[src/rtl/vga_timing_gen.sv]
// -----------------------------------------------------------------------------
// vga_timing_gen
//   Parametrised VGA raster timing generator. Produces pixel/line counters,
//   horizontal/vertical sync (selectable polarity), the active-video flag and
//   line/frame start markers. An integer pixel-clock divider slows the raster
//   down to CLK_DIV vgaclk cycles per pixel. The run input starts the raster
//   and, when dropped, lets the frame in progress finish before halting at
//   (0,0).
//
// Ports
//   vgaclk      in   pixel/system clock, rising edge
//   rst         in   asynchronous active-high reset
//   run         in   1 = generate video, 0 = stop at the end of this frame
//   pix_tick    out  one-vgaclk pulse per pixel advance
//   counter_H   out  current pixel column, 0..H_TOTAL-1
//   counter_V   out  current line, 0..V_TOTAL-1
//   hsync       out  horizontal sync, asserted level = HS_POL
//   vsync       out  vertical sync, asserted level = VS_POL
//   vga_sync    out  hsync AND vsync
//   vga_blank   out  1 inside the visible area (DAC blank_n)
//   line_start  out  pix_tick cycle with counter_H = 0
//   frame_start out  pix_tick cycle with counter_H = 0 and counter_V = 0
//   running     out  1 while generating (RUN or DRAIN)
// -----------------------------------------------------------------------------
module vga_timing_gen #(
  parameter int H_ACTIVE = 640,
  parameter int H_FP     = 16,
  parameter int H_SYNC   = 96,
  parameter int H_BP     = 48,
  parameter int V_ACTIVE = 480,
  parameter int V_FP     = 10,
  parameter int V_SYNC   = 2,
  parameter int V_BP     = 33,
  parameter int HS_POL   = 0,
  parameter int VS_POL   = 0,
  parameter int CLK_DIV  = 1,
  parameter int CW       = 11
) (
  input  logic          vgaclk,
  input  logic          rst,
  input  logic          run,
  output logic          pix_tick,
  output logic [CW-1:0] counter_H,
  output logic [CW-1:0] counter_V,
  output logic          hsync,
  output logic          vsync,
  output logic          vga_sync,
  output logic          vga_blank,
  output logic          line_start,
  output logic          frame_start,
  output logic          running
);

  localparam int H_TOTAL = H_ACTIVE + H_FP + H_SYNC + H_BP;
  localparam int V_TOTAL = V_ACTIVE + V_FP + V_SYNC + V_BP;

  localparam logic [CW-1:0] H_LAST   = CW'(H_TOTAL - 1);
  localparam logic [CW-1:0] V_LAST   = CW'(V_TOTAL - 1);
  localparam logic [CW-1:0] H_VIS    = CW'(H_ACTIVE);
  localparam logic [CW-1:0] V_VIS    = CW'(V_ACTIVE);
  localparam logic [CW-1:0] HS_START = CW'(H_ACTIVE + H_FP);
  localparam logic [CW-1:0] HS_END   = CW'(H_ACTIVE + H_FP + H_SYNC);
  localparam logic [CW-1:0] VS_START = CW'(V_ACTIVE + V_FP);
  localparam logic [CW-1:0] VS_END   = CW'(V_ACTIVE + V_FP + V_SYNC);
  localparam logic [CW-1:0] C_ONE    = CW'(1);
  localparam logic [3:0]    DIV_LAST = 4'(CLK_DIV - 1);
  localparam logic          HS_ON    = (HS_POL != 0);
  localparam logic          VS_ON    = (VS_POL != 0);

  // Illegal parameter sets are rejected at elaboration.
  if (H_ACTIVE < 1 || H_FP < 1 || H_SYNC < 1 || H_BP < 1) begin : g_bad_h
    $error("vga_timing_gen: horizontal timing fields must be non-zero");
  end
  if (V_ACTIVE < 1 || V_FP < 1 || V_SYNC < 1 || V_BP < 1) begin : g_bad_v
    $error("vga_timing_gen: vertical timing fields must be non-zero");
  end
  if (CLK_DIV < 1 || CLK_DIV > 16) begin : g_bad_div
    $error("vga_timing_gen: CLK_DIV must be in 1..16");
  end
  if (CW < 1 || CW > 30 || H_TOTAL > (1 << CW) || V_TOTAL > (1 << CW)) begin : g_bad_cw
    $error("vga_timing_gen: CW too small for H_TOTAL/V_TOTAL");
  end

  typedef enum logic [1:0] {IDLE, RUN, DRAIN} state_t;

  state_t        state_q, state_d;
  logic [3:0]    divider_q, divider_d;
  logic [CW-1:0] counter_h_q, counter_h_d;
  logic [CW-1:0] counter_v_q, counter_v_d;
  logic          pix_tick_q, pix_tick_d;
  logic          hsync_q, hsync_d;
  logic          vsync_q, vsync_d;
  logic          vga_sync_q, vga_sync_d;
  logic          vga_blank_q, vga_blank_d;
  logic          line_start_q, line_start_d;
  logic          frame_start_q, frame_start_d;
  logic          running_q, running_d;
  logic          h_wrap, v_wrap, frame_wrap;

  always_comb begin
    state_d       = state_q;
    divider_d     = '0;
    counter_h_d   = counter_h_q;
    counter_v_d   = counter_v_q;
    h_wrap        = (counter_h_q == H_LAST);
    v_wrap        = (counter_v_q == V_LAST);
    // pix_tick_q marks the cycle whose closing edge advances the counters.
    frame_wrap    = pix_tick_q & h_wrap & v_wrap;

    unique case (state_q)
      IDLE:    if (run) state_d = RUN;
      RUN:     if (!run) state_d = DRAIN;
      DRAIN: begin
        if (run)             state_d = RUN;
        else if (frame_wrap) state_d = IDLE;
      end
      default: state_d = IDLE;
    endcase

    running_d = (state_d != IDLE);

    // The divider restarts from 0 on every IDLE -> RUN entry, so the first
    // pixel tick lands CLK_DIV cycles after run is sampled.
    if (running_d && (state_q != IDLE)) begin
      divider_d = (divider_q == DIV_LAST) ? 4'd0 : divider_q + 4'd1;
    end

    if (pix_tick_q) begin
      if (h_wrap) begin
        counter_h_d = '0;
        counter_v_d = v_wrap ? '0 : counter_v_q + C_ONE;
      end else begin
        counter_h_d = counter_h_q + C_ONE;
      end
    end

    // All outputs are computed from the next-cycle counters so that they line
    // up with counter_H/counter_V when registered.
    pix_tick_d    = running_d & (divider_d == DIV_LAST);
    hsync_d       = (running_d && counter_h_d >= HS_START && counter_h_d < HS_END)
                    ? HS_ON : ~HS_ON;
    vsync_d       = (running_d && counter_v_d >= VS_START && counter_v_d < VS_END)
                    ? VS_ON : ~VS_ON;
    vga_sync_d    = hsync_d & vsync_d;
    vga_blank_d   = running_d & (counter_h_d < H_VIS) & (counter_v_d < V_VIS);
    line_start_d  = pix_tick_d & (counter_h_d == '0);
    frame_start_d = pix_tick_d & (counter_h_d == '0) & (counter_v_d == '0);
  end

  always_ff @(posedge vgaclk or posedge rst) begin
    if (rst) begin
      state_q       <= IDLE;
      divider_q     <= '0;
      counter_h_q   <= '0;
      counter_v_q   <= '0;
      pix_tick_q    <= 1'b0;
      hsync_q       <= ~HS_ON;
      vsync_q       <= ~VS_ON;
      vga_sync_q    <= ~HS_ON & ~VS_ON;
      vga_blank_q   <= 1'b0;
      line_start_q  <= 1'b0;
      frame_start_q <= 1'b0;
      running_q     <= 1'b0;
    end else begin
      state_q       <= state_d;
      divider_q     <= divider_d;
      counter_h_q   <= counter_h_d;
      counter_v_q   <= counter_v_d;
      pix_tick_q    <= pix_tick_d;
      hsync_q       <= hsync_d;
      vsync_q       <= vsync_d;
      vga_sync_q    <= vga_sync_d;
      vga_blank_q   <= vga_blank_d;
      line_start_q  <= line_start_d;
      frame_start_q <= frame_start_d;
      running_q     <= running_d;
    end
  end

  assign pix_tick    = pix_tick_q;
  assign counter_H   = counter_h_q;
  assign counter_V   = counter_v_q;
  assign hsync       = hsync_q;
  assign vsync       = vsync_q;
  assign vga_sync    = vga_sync_q;
  assign vga_blank   = vga_blank_q;
  assign line_start  = line_start_q;
  assign frame_start = frame_start_q;
  assign running     = running_q;

endmodule
[config.mk]
export PLATFORM = sky130hd
export DESIGN_NAME = vga_timing_gen
export DESIGN_NICKNAME = d
export VERILOG_FILES = /design/src/rtl/vga_timing_gen.sv
export SDC_FILE = /design/constraint.sdc
export NUM_CORES = 1
export LEC_CHECK = 0
export ABC_CLOCK_PERIOD_IN_PS = 2800
export CAP_MARGIN = 30
export CORE_MARGIN = 1.5
export CORE_UTILIZATION = 53
export CTS_CLUSTER_SIZE = 12
export DETAILED_ROUTE_END_ITERATION = 10
export PLACE_DENSITY = 0.8
export SLEW_MARGIN = 0
export SYNTH_ARGS = -nofsm -noshare
export SYNTH_HDL_FRONTEND = slang
export SYNTH_SLANG_ARGS = --single-unit
[constraint.sdc]
create_clock -name vgaclk -period 2.8 [get_ports vgaclk]
set_clock_uncertainty 0.1 [all_clocks]
set_input_delay 0.56 -clock vgaclk [delete_from_list [all_inputs] [get_ports vgaclk]]
set_output_delay 0.56 -clock vgaclk [all_outputs]
set_load 0.1 [all_outputs]
==> metrics.cfg <==
[run_status]
status = finished clean

[global_routing]
grt_overflow_total = 0
grt_max_degree = 37
first_global_vias = 1646
grt_antenna_before_repair = 0
grt_usage = 0.2302
grt_pass1_wl_um = 7596

[power]
ir_drop_v = 0.0007562
power_leakage_nw = 1.070
power_density_mw_per_mm2 = 793.0
p_total_mw = 2.013

[clock_network]
post_cts_buffers = 0
cts_resized = 0
cts_buffers = 5
cts_tree = built
cts.sink_count = 36
clk_transition_reported_paths_ns = 0.07
cts-htree-levels = 2
cts_root_buf = clkbuf_8
cts_max_path_buffers = 2
cts_hold_buffers = 0
clock_latency_ns = 0.29

[floorplan]
core.rowCount = 22
dieArea_sq_mm = 0.004353
initial_utilization = 0.5615
pin_count = 33
core_sq_mm = 0.003744
die_width_um = 65.98
dieHeight_um = 65.98

[detailed_routing]
firstDrtPassIters = 6
dr.first_iter.drc_count = 127
num_vias = 1824
ant_nets = 0
viasPerCell = 5.846
drcViolationCount = 0
routed_wl_um = 4585
wire_per_inst_um = 14.70

[final_layout]
fin_nets = 271
fin_cells = 312
final_common_cell = buf_4
final_cell_mix = buf_4, nand2_1, inv_1, dfrtp_2, xnor2_1
antenna_cells_inserted = 0
drive_above_1_share = 0.3030
syn2layout_area_growth_pct = 20.77

[logic_synthesis]
netlist_instances = 227
syn_area_sq_mm = 0.002102
synth_enable_flop_cells = 0
synth_ff_type = dfrtp_1
seq_area_frac_synth = 0.4304
synth_area_per_cell_sq_um = 9.260
syn-num-nets = 235
async_flop_share = 1.000
synth_top_area_frac = 0.3929
ys_warn_count = 0
synth_seq_cells = 36
synth_cell_types = 57
yosysTopAreaCell = dfrtp_1
yosys-top-cells-area = dfrtp_1, xnor2_1, dfstp_2

[placed_design]
globalplace.congestion = 0.9501
port_buffers = 32
place_inst = 304
dp_hpwl_um = 3449

[min_path]
worstHoldStart = divider_q[0]
worstHoldEndpoint = divider_q[0]
hp-class = reg2reg
whs_path_depth = 1

[timing]
drv_slew = 0
hold_viol = 0
final.min_clock_period_ns = 2.642
slew_headroom = 0.5539
tns_ns = 0
setup-violations-final = 0
rsz0062_at_grt = false
hold_slack_ns = 0.4180
fmax_mhz = 378.4
min_period_over_period = 0.9437
worst_slew_pin_slew_ns = 0.6605

[worst_setup_path]
path_cells = and4bb_2 -> and4_1 -> nand4_1 -> and3_4 -> or4b_4 -> nor4_2
critical-path-slowest-cell = and4_1
r2r_cells = 6
critical_path_arrival_ns = 2.74
cp-start-kind = flop
r2r_start = counter_H[7]
critPathMaxStageDelay_ns = 0.54
criticalPathCategory = reg2reg
worstPathRequired_ns = 2.90
reg2reg_to = frame_start
cp-end-kind = flop
r2r_setup_slack_ns = 0.16
path_max_fanout = 16

[flow_run]
maxCapViolations = 0

sequential cells by signal, summed over array words and instances, names as in the netlist, 2 cells and up:
signal / cells
counter_H: 11
counter_V: 11
divider_q: 4
state_q: 2
logic make-up (layout without fill, tap and decap cells):
kind of cell               after synthesis  after routing  synth area share
DFF                                     36             36            0.4304
and+or+nand+nor                         91             91            0.2560
AOI/OAI and AO/OA                       48             48            0.1482
adders and majority gates                5              5           0.02976
buffers and inverters                   28             65           0.05476
xor gates and xnor gates                17             17           0.07084
muxes                                    2              2           0.01012
layout make-up:
type | count | area [sq um]
timing repair buffer | 39 | 297.8
tap | 48 | 60.06
fill | 322 | 1205
inverter | 18 | 67.56
sequential | 36 | 938.4
clock buffer | 6 | 82.58
multi-input combinational | 163 | 1082
clock inverter | 2 | 10.01
metal layers:
layer	vias up	part of all wire	track usage
li1	898	-	-
met1	865	0.46	0.3227
met2	55	0.46	0.3561
met3	6	0.061	0.04940
met4	0	0.012	0.07398
met5	-	0	0
synthesized netlist by cell type, types with 2 or more instances:
| cell | number |
|---|---|
| or3_1 | 2 |
| a211o_1 | 2 |
| o211ai_1 | 2 |
| clkbuf_1 | 7 |
| nor4_1 | 4 |
| a41oi_1 | 2 |
| buf_2 | 2 |
| nor3_1 | 8 |
| ha_1 | 5 |
| inv_1 | 18 |
| xor2_1 | 3 |
| o21ai_0 | 13 |
| dfstp_2 | 3 |
| a21oi_1 | 11 |
| a31oi_1 | 2 |
| nand4_1 | 10 |
| nand2b_1 | 2 |
| nor2b_1 | 2 |
| nand3_1 | 9 |
| a211oi_1 | 2 |
| nand4b_1 | 2 |
| nor2_1 | 13 |
| and4_1 | 2 |
| a32oi_1 | 2 |
| o22ai_1 | 2 |
| nand2_1 | 20 |
| dfrtp_1 | 33 |
| xnor2_1 | 14 |
| or4_1 | 2 |
through the flow:
step | cell area [sq um] | setup WS [ns] | utilization
2_1_floorplan | 2136 | 0.01752 | -
3_3_place_gp | 2446 | 0.2151 | 0.6534
3_5_place_dp | 2446 | 0.1728 | 0.6534
4_1_cts | 2539 | 0.1510 | 0.6781
5_1_grt | 2539 | 0.01966 | 0.6781
6_report | 2539 | 0.1576 | 0.6781
critical path, delay by kind of cell, from the launching register on:
kind / cells / cell delay (ns)
AND/OR/NAND/NOR: 6 / 2.00
flip-flops: 1 / 0.45
how the worst max path moves through the flow:
| stage | from | end | slack (ns) |
|---|---|---|---|
| 2_1_floorplan | counter_H[6] | frame_start | 0.02 |
| 3_3_place_gp | counter_V[5] | frame_start | 0.22 |
| 3_5_place_dp | counter_V[5] | frame_start | 0.17 |
| 4_1_cts | counter_V[5] | frame_start | 0.15 |
| 5_1_grt | counter_H[7] | frame_start | 0.02 |
| 6_report | counter_H[7] | frame_start | 0.16 |
power breakdown:
group          leakage [nW]  internal [mW]  switching (mW)
logic                 0.581          0.254           0.663
clock network        0.0510          0.196           0.183
registers             0.438          0.600           0.117
(Power assumes the default switching activity.)
